$ cat config.mk
export PLATFORM = sky130hd
export DESIGN_NAME = fp_div_unit
export DESIGN_NICKNAME = d
export VERILOG_FILES = /design/src/rtl/fp_div_unit.sv
export SDC_FILE = /design/constraint.sdc
export NUM_CORES = 1
export LEC_CHECK = 0
export BUFFER_PORTS_ARGS = -buffer_cell sky130_fd_sc_hd__clkbuf_2
export CAP_MARGIN = 20
export CELL_PAD_IN_SITES_DETAIL_PLACEMENT = 2
export CELL_PAD_IN_SITES_GLOBAL_PLACEMENT = 2
export CORE_MARGIN = 2
export CORE_UTILIZATION = 36
export DETAILED_ROUTE_END_ITERATION = 12
export PLACE_DENSITY = 0.76
export SKIP_LAST_GASP = 1
export SLEW_MARGIN = 20
export SYNTH_ARGS = -nofsm -noshare
export SYNTH_HDL_FRONTEND = slang
export SYNTH_SLANG_ARGS = --single-unit
$ cat constraint.sdc
create_clock -name clk_i -period 3.5 [get_ports clk_i]
set_input_delay 0.35 -clock clk_i [delete_from_list [all_inputs] [get_ports clk_i]]
set_output_delay 0.35 -clock clk_i [all_outputs]
set_load 0.005 [all_outputs]
$ cat src/rtl/fp_div_unit.sv
// -----------------------------------------------------------------------------
// fp_div_unit -- iterative IEEE-754 single-precision divider (dividend / divisor)
//
// Radix-2 restoring mantissa division, one quotient bit per enabled cycle,
// followed by a single normalise + round-to-nearest-even step. Denormal
// operands are flushed to zero and tiny results are flushed to signed zero.
//
// Optional feature macro: FP_DIV_INEXACT_EN (adds inexact_o when defined).
//
// Ports:
//   clk_i          clock
//   rst_n_i        asynchronous active-low reset
//   clk_en_i       global enable; all state frozen when low
//   start_i        request, accepted only in IDLE
//   dividend_i     numerator (float_t), latched on the accepting edge
//   divisor_i      denominator (float_t), latched on the accepting edge
//   result_o       registered quotient, held until the next completion
//   valid_o        one-cycle pulse when result_o and the flags update
//   fu_state_o     FREE in IDLE, BUSY otherwise
//   overflow_o     result overflowed to +/-inf
//   underflow_o    result flushed to +/-0
//   invalid_op_o   invalid operation (0/0, inf/inf, signalling NaN)
//   div_by_zero_o  finite nonzero divided by zero
//   inexact_o      (FP_DIV_INEXACT_EN only) rounded or overflow/underflow result
// -----------------------------------------------------------------------------
package fpu_pkg;
    typedef struct packed {
        logic        sign;
        logic [7:0]  exp;
        logic [22:0] mant;
    } float_t;

    typedef enum logic {
        FREE = 1'b0,
        BUSY = 1'b1
    } fu_state_e;
endpackage

module fp_div_unit
    import fpu_pkg::*;
#(
    parameter int QUOT_BITS = 26
) (
    input  logic      clk_i,
    input  logic      rst_n_i,
    input  logic      clk_en_i,
    input  logic      start_i,
    input  float_t    dividend_i,
    input  float_t    divisor_i,
    output float_t    result_o,
    output logic      valid_o,
    output fu_state_e fu_state_o,
    output logic      overflow_o,
    output logic      underflow_o,
    output logic      invalid_op_o,
`ifdef FP_DIV_INEXACT_EN
    output logic      div_by_zero_o,
    output logic      inexact_o
`else
    output logic      div_by_zero_o
`endif
);

    localparam logic [4:0]  CNT_INIT = 5'(QUOT_BITS - 1);
    localparam logic [31:0] QNAN     = 32'h7FC0_0000;

    typedef enum logic [1:0] {
        S_IDLE      = 2'd0,
        S_PREPARE   = 2'd1,
        S_DIVIDE    = 2'd2,
        S_NORMALIZE = 2'd3
    } state_e;

    // Operand classification helpers (denormals count as zero)
    function automatic logic is_zero(input float_t f);
        return (f.exp == 8'd0);
    endfunction

    function automatic logic is_inf(input float_t f);
        return (f.exp == 8'hFF) && (f.mant == 23'd0);
    endfunction

    function automatic logic is_nan(input float_t f);
        return (f.exp == 8'hFF) && (f.mant != 23'd0);
    endfunction

    function automatic logic is_snan(input float_t f);
        return is_nan(f) && !f.mant[22];
    endfunction

    state_e             state_q, state_d;
    float_t             opa_q, opb_q;
    logic               sign_q;
    logic signed [9:0]  exp_q;
    logic [24:0]        rem_q;
    logic [23:0]        div_q;
    logic [25:0]        quo_q;
    logic [4:0]         cnt_q;
    logic               special_q, spec_inv_q, spec_dbz_q;
    logic [31:0]        spec_res_q;
    logic [31:0]        result_q;
    logic               valid_q, ovf_q, unf_q, inv_q, dbz_q;
`ifdef FP_DIV_INEXACT_EN
    logic               inx_q;
`endif

    logic               sign_s;
    logic               spec_s, spec_inv_s, spec_dbz_s;
    logic [31:0]        spec_res_s;
    logic               ge_s;
    logic [23:0]        diff_s;
    logic [24:0]        norm_s;
    logic signed [9:0]  exp_n_s, exp_f_s;
    logic               guard_s, rnd_s, sticky_s, rup_s;
    logic [23:0]        sum_s;
    logic [22:0]        mant_f_s;
    logic [31:0]        norm_res_s;
    logic               ovf_s, unf_s, inx_s;

    assign sign_s = opa_q.sign ^ opb_q.sign;

    // State register
    always_ff @(posedge clk_i or negedge rst_n_i) begin
        if (!rst_n_i) begin
            state_q <= S_IDLE;
        end else if (clk_en_i) begin
            state_q <= state_d;
        end
    end

    // Next-state logic
    always_comb begin
        state_d = state_q;
        case (state_q)
            S_IDLE: begin
                if (start_i) state_d = S_PREPARE;
                else         state_d = S_IDLE;
            end
            S_PREPARE: begin
                if (spec_s) state_d = S_NORMALIZE;
                else        state_d = S_DIVIDE;
            end
            S_DIVIDE: begin
                if (cnt_q == 5'd0) state_d = S_NORMALIZE;
                else               state_d = S_DIVIDE;
            end
            S_NORMALIZE: state_d = S_IDLE;
            default:     state_d = S_IDLE;
        endcase
    end

    // Unit status output decoded from the state register
    always_comb begin
        if (state_q == S_IDLE) fu_state_o = FREE;
        else                   fu_state_o = BUSY;
    end

    // Special-operand resolution in priority order
    always_comb begin
        spec_s     = 1'b1;
        spec_inv_s = 1'b0;
        spec_dbz_s = 1'b0;
        spec_res_s = 32'd0;
        if (is_nan(opa_q) || is_nan(opb_q)) begin
            spec_res_s = QNAN;
            spec_inv_s = is_snan(opa_q) || is_snan(opb_q);
        end else if ((is_zero(opa_q) && is_zero(opb_q)) || (is_inf(opa_q) && is_inf(opb_q))) begin
            spec_res_s = QNAN;
            spec_inv_s = 1'b1;
        end else if (is_zero(opb_q)) begin
            // inf/0 gives inf without a flag; only finite/0 is a divide-by-zero
            spec_res_s = {sign_s, 8'hFF, 23'd0};
            spec_dbz_s = !is_inf(opa_q);
        end else if (is_inf(opa_q)) begin
            spec_res_s = {sign_s, 8'hFF, 23'd0};
        end else if (is_zero(opa_q) || is_inf(opb_q)) begin
            spec_res_s = {sign_s, 31'd0};
        end else begin
            spec_s = 1'b0;
        end
    end

    // Restoring trial subtraction; when rem >= div the difference fits in 24 bits
    always_comb begin
        ge_s   = (rem_q >= {1'b0, div_q});
        diff_s = rem_q[23:0] - div_q;
    end

    // Normalise, round to nearest even, and range-check the exponent
    always_comb begin
        if (quo_q[25]) begin
            norm_s  = quo_q[24:0];
            exp_n_s = exp_q;
        end else begin
            // Quotient below 1.0: the missing round bit is covered by sticky
            norm_s  = {quo_q[23:0], 1'b0};
            exp_n_s = exp_q - 10'sd1;
        end
        guard_s  = norm_s[1];
        rnd_s    = norm_s[0];
        sticky_s = |rem_q;
        rup_s    = guard_s & (rnd_s | sticky_s | norm_s[2]);
        sum_s    = {1'b0, norm_s[24:2]} + {23'd0, rup_s};
        if (sum_s[23]) begin
            mant_f_s = 23'd0;
            exp_f_s  = exp_n_s + 10'sd1;
        end else begin
            mant_f_s = sum_s[22:0];
            exp_f_s  = exp_n_s;
        end
        ovf_s = 1'b0;
        unf_s = 1'b0;
        inx_s = guard_s | rnd_s | sticky_s;
        if (exp_f_s >= 10'sd255) begin
            norm_res_s = {sign_q, 8'hFF, 23'd0};
            ovf_s      = 1'b1;
            inx_s      = 1'b1;
        end else if (exp_f_s <= 10'sd0) begin
            norm_res_s = {sign_q, 31'd0};
            unf_s      = 1'b1;
            inx_s      = 1'b1;
        end else begin
            norm_res_s = {sign_q, exp_f_s[7:0], mant_f_s};
        end
    end

    // Datapath and output registers, advanced only on enabled cycles
    always_ff @(posedge clk_i or negedge rst_n_i) begin
        if (!rst_n_i) begin
            opa_q      <= '0;
            opb_q      <= '0;
            sign_q     <= 1'b0;
            exp_q      <= 10'sd0;
            rem_q      <= 25'd0;
            div_q      <= 24'd0;
            quo_q      <= 26'd0;
            cnt_q      <= 5'd0;
            special_q  <= 1'b0;
            spec_inv_q <= 1'b0;
            spec_dbz_q <= 1'b0;
            spec_res_q <= 32'd0;
            result_q   <= 32'd0;
            valid_q    <= 1'b0;
            ovf_q      <= 1'b0;
            unf_q      <= 1'b0;
            inv_q      <= 1'b0;
            dbz_q      <= 1'b0;
`ifdef FP_DIV_INEXACT_EN
            inx_q      <= 1'b0;
`endif
        end else if (clk_en_i) begin
            valid_q <= (state_q == S_NORMALIZE);
            case (state_q)
                S_IDLE: begin
                    if (start_i) begin
                        opa_q <= dividend_i;
                        opb_q <= divisor_i;
                    end
                end
                S_PREPARE: begin
                    special_q  <= spec_s;
                    spec_inv_q <= spec_inv_s;
                    spec_dbz_q <= spec_dbz_s;
                    spec_res_q <= spec_res_s;
                    sign_q     <= sign_s;
                    exp_q      <= $signed({2'b00, opa_q.exp}) - $signed({2'b00, opb_q.exp}) + 10'sd127;
                    rem_q      <= {2'b01, opa_q.mant};
                    div_q      <= {1'b1, opb_q.mant};
                    cnt_q      <= CNT_INIT;
                end
                S_DIVIDE: begin
                    quo_q <= {quo_q[24:0], ge_s};
                    if (ge_s) rem_q <= {diff_s, 1'b0};
                    else      rem_q <= {rem_q[23:0], 1'b0};
                    cnt_q <= cnt_q - 5'd1;
                end
                S_NORMALIZE: begin
                    if (special_q) begin
                        result_q <= spec_res_q;
                        ovf_q    <= 1'b0;
                        unf_q    <= 1'b0;
                        inv_q    <= spec_inv_q;
                        dbz_q    <= spec_dbz_q;
`ifdef FP_DIV_INEXACT_EN
                        inx_q    <= 1'b0;
`endif
                    end else begin
                        result_q <= norm_res_s;
                        ovf_q    <= ovf_s;
                        unf_q    <= unf_s;
                        inv_q    <= 1'b0;
                        dbz_q    <= 1'b0;
`ifdef FP_DIV_INEXACT_EN
                        inx_q    <= inx_s;
`endif
                    end
                end
                default: ;
            endcase
        end
    end

    assign result_o      = result_q;
    assign valid_o       = valid_q;
    assign overflow_o    = ovf_q;
    assign underflow_o   = unf_q;
    assign invalid_op_o  = inv_q;
    assign div_by_zero_o = dbz_q;
`ifdef FP_DIV_INEXACT_EN
    assign inexact_o     = inx_q;
`endif

endmodule

==> results.toml <==
[worst_hold_path]
whs_endpoint = "opa_q[13]$_DFFE_PN0P_"
hp-start = "dividend_i[13]"
hold_depth = 2
hold_class = "input port to flop"

[logic_synthesis]
synth_area_per_cell_sq_um = 10.3
synthDominantCellAreaShare = 0.424
yosysTopAreaCell = "dfrtp_1"
yosysMostFrequentCell = "dfrtp_1"
synthArstFlopShare = 1.00
syn_inst = 1151
ys_warn_count = 0
synth_area_leaders = "dfrtp_1, mux2_2, ha_1"
netlist_area_sq_um = 11800
syn_nets = 1262
yosys-top-cells-count = "dfrtp_1, mux2_2, nand2_1, o21ai_0, inv_1"
ys_types = 72
synth_edf_count = 0
yosys_most_used_dff = "dfrtp_1"
synth-seq-area-share = 0.424
synth-seq-cells = 200

[final_layout]
final_area_sq_um = 13600
instances_no_fill = 1702
seq_area_sq_um = 5010
multiInputGateArea_sq_um = 6390
nFillCells = 3512
final_layout_size_suffix_gt1_frac = 0.252
synthToLayoutAreaGrowth_pct = 14.8
layout.nets = 1358
fin_util = 0.418
diodes = 0

[sta]
slew_viol_final = 0
setup_ws_ps = 196
finalCriticalPeriod_ps = 3300
hold_viol = 0
whs_ps = 114
tns_ps = 0
min_period_over_period = 0.944
tightest_slew_ps = 966
slew_headroom = 0.356
worst_clock_skew_ps = 9.81
fmax_mhz = 303
finalSetupViolCount = 0

[floorplanning]
dieWidth_um = 185
initial_core_util = 0.364
dieHeight_um = 185
fp-row-count = 66
pin_count = 106
dieArea_sq_um = 34300
core_area_sq_um = 32500

[detailed_routing]
ant_nets = 0
routed_wl_um = 34100
avgRoutedWirePerCell_um = 20.0
vias = 9332
drc = 0
vias_per_cell = 5.48
drt_iter0_drc = 337
drt_pass1_iterations = 4

[critical_path]
cp_max_fo = 21
worstReg2RegStart = "quo_q[25]$_DFFE_PN0P_"
worstPathArrival_ps = 3650
crit_slowest_cell = "dfrtp_2"
worstRegToRegCells = 11
cp-end-kind = "flop"
slowest_delay_ps = 520
crit_chain = "buf_4, nor4b_4, xnor2_1, nor3_4, xor2_1, nand4_1, a221o_1, o31ai_4, nor3_2, buf_12, a22o_1"
ff2ff_setup_slack_ps = 200
reg2reg_to = "result_o[7]$_DFFE_PN0P_"
required_ps = 3840
setup.worst_path.start_class = "flop"
setup.worst_path.class = "flop to flop"
critPathTopFamily = "simple AND/OR/NAND/NOR gates"
worstPathBufferInverterCount = 2

[clocking]
cts_tree = "done"
clk_latency_ps = 460
clkTransAtPathRegs_ps = 80
cts_sinks = 200
cts_root_buffer = "clkbuf_16"
htreeDepth = 4
clockBufferDepth = 2
cts_inserted_buffers = 17

[power]
p_leak_nw = 6.03
p_clk_frac = 0.154
ir_drop_mv = 0.480
swShare = 0.440
power_switching_mw = 5.93
combPwrFrac = 0.534
p_per_area_nw_per_um2 = 994
p_seq_frac = 0.312
total_power_mw = 13.5
p_int_mw = 7.55

[placed_design]
pre_cts_slack_ps = 98.0
io_buffers = 105
dpl_cell_area_sq_um = 12900
dp_cells = 1666
place_congestion = 0.894
dp_hpwl_um = 25000

[global_route]
antenna_found_initial = 0
grt-ovfl-total = 0
grt_pass1_wl_um = 55600
first_global_vias = 10159
gr-usage-all-layers = 0.207
grt_max_degree = 97

[run]
maxCapViolations = 0

[outcome]
status = "finished clean"
[layout by cell type, fill, tap and decap left out, types with 29 or more instances in the layout]
cell type	synthesis	layout
xor2_1	34	34
nand2_1	81	80
ha_1	41	40
o21ai_0	73	73
clkbuf_2	0	104
nor2_1	49	49
inv_1	57	57
mux2i_1	43	42
a21oi_1	45	45
mux2_2	119	119
xnor2_1	44	44
dfrtp_1	200	199
a22o_1	29	29
[power groups by stage]
| stage | Sequential, mW | Combinational, mW | Clock, mW |
|---|---|---|---|
| after global placement | 4.20 | 6.78 | 0 |
| after CTS | 4.23 | 7.24 | 2.14 |
| after global routing | 4.37 | 8.00 | 2.22 |
| final | 4.21 | 7.20 | 2.08 |
| after floorplan | 3.80 | 5.36 | 0 |
| after detailed placement | 4.25 | 7.09 | 0 |
[state kept, by name, summed over array words and instances, names as in the netlist, 2 cells and up]
name and flops:
opa_q 32, exp_q 10, quo_q 26, rem_q 25
div_q 24, state_q 2, opb_q 32, cnt_q 5
result_o 32, spec_res_q 3
[cells by family after synthesis]
group | Yosys count | share of synthesized area
and+or+nand+nor | 308 | 0.143
muxes | 162 | 0.150
buffers and inverters | 116 | 0.0390
AOI/OAI and AO/OA | 244 | 0.141
adders and majority gates | 43 | 0.0468
xor gates and xnor gates | 78 | 0.0578
DFF | 200 | 0.424
[worst max-delay path by stage]
stage / from / cells after the start / to
final: quo_q[25]$_DFFE_PN0P_ / 11 / result_o[7]$_DFFE_PN0P_
after global routing: quo_q[25]$_DFFE_PN0P_ / 12 / result_o[4]$_DFFE_PN0P_
after CTS: quo_q[25]$_DFFE_PN0P_ / 11 / result_o[7]$_DFFE_PN0P_
after detailed placement: quo_q[25]$_DFFE_PN0P_ / 10 / result_o[4]$_DFFE_PN0P_
after global placement: quo_q[25]$_DFFE_PN0P_ / 10 / result_o[4]$_DFFE_PN0P_
after floorplan: quo_q[25]$_DFFE_PN0P_ / 16 / result_o[22]$_DFFE_PN0P_
[layer usage]
metal,share of wire,GRT usage,wire (um),vias to the layer above
met3,0.021,0.0277,730,44
met1,0.44,0.252,14900,4773
li1,-,-,-,4385
met2,0.53,0.383,17900,130
met5,0,0,0,-
met4,0.016,0.0530,542,0
[layout make-up]
| class | instances | area share |
|---|---|---|
| Multi-Input combinational cell | 835 | 0.471 |
| Tap cell | 442 | 0.0408 |
| Clock inverter | 12 | 0.0102 |
| Clock buffer | 20 | 0.0344 |
| Sequential cell | 200 | 0.369 |
| Timing Repair Buffer | 136 | 0.0586 |
| Inverter | 57 | 0.0158 |
[repair_timing]
action | in CTS | in global routing
buffers inserted | 0 | 3
resized for setup | 0 | 5
hold endpoints to repair | 55 | 0
hold buffers | 1 | 0
endpoints found under the setup margin | 0 | 30
No activity file was read; power rests on OpenSTA's default activity.
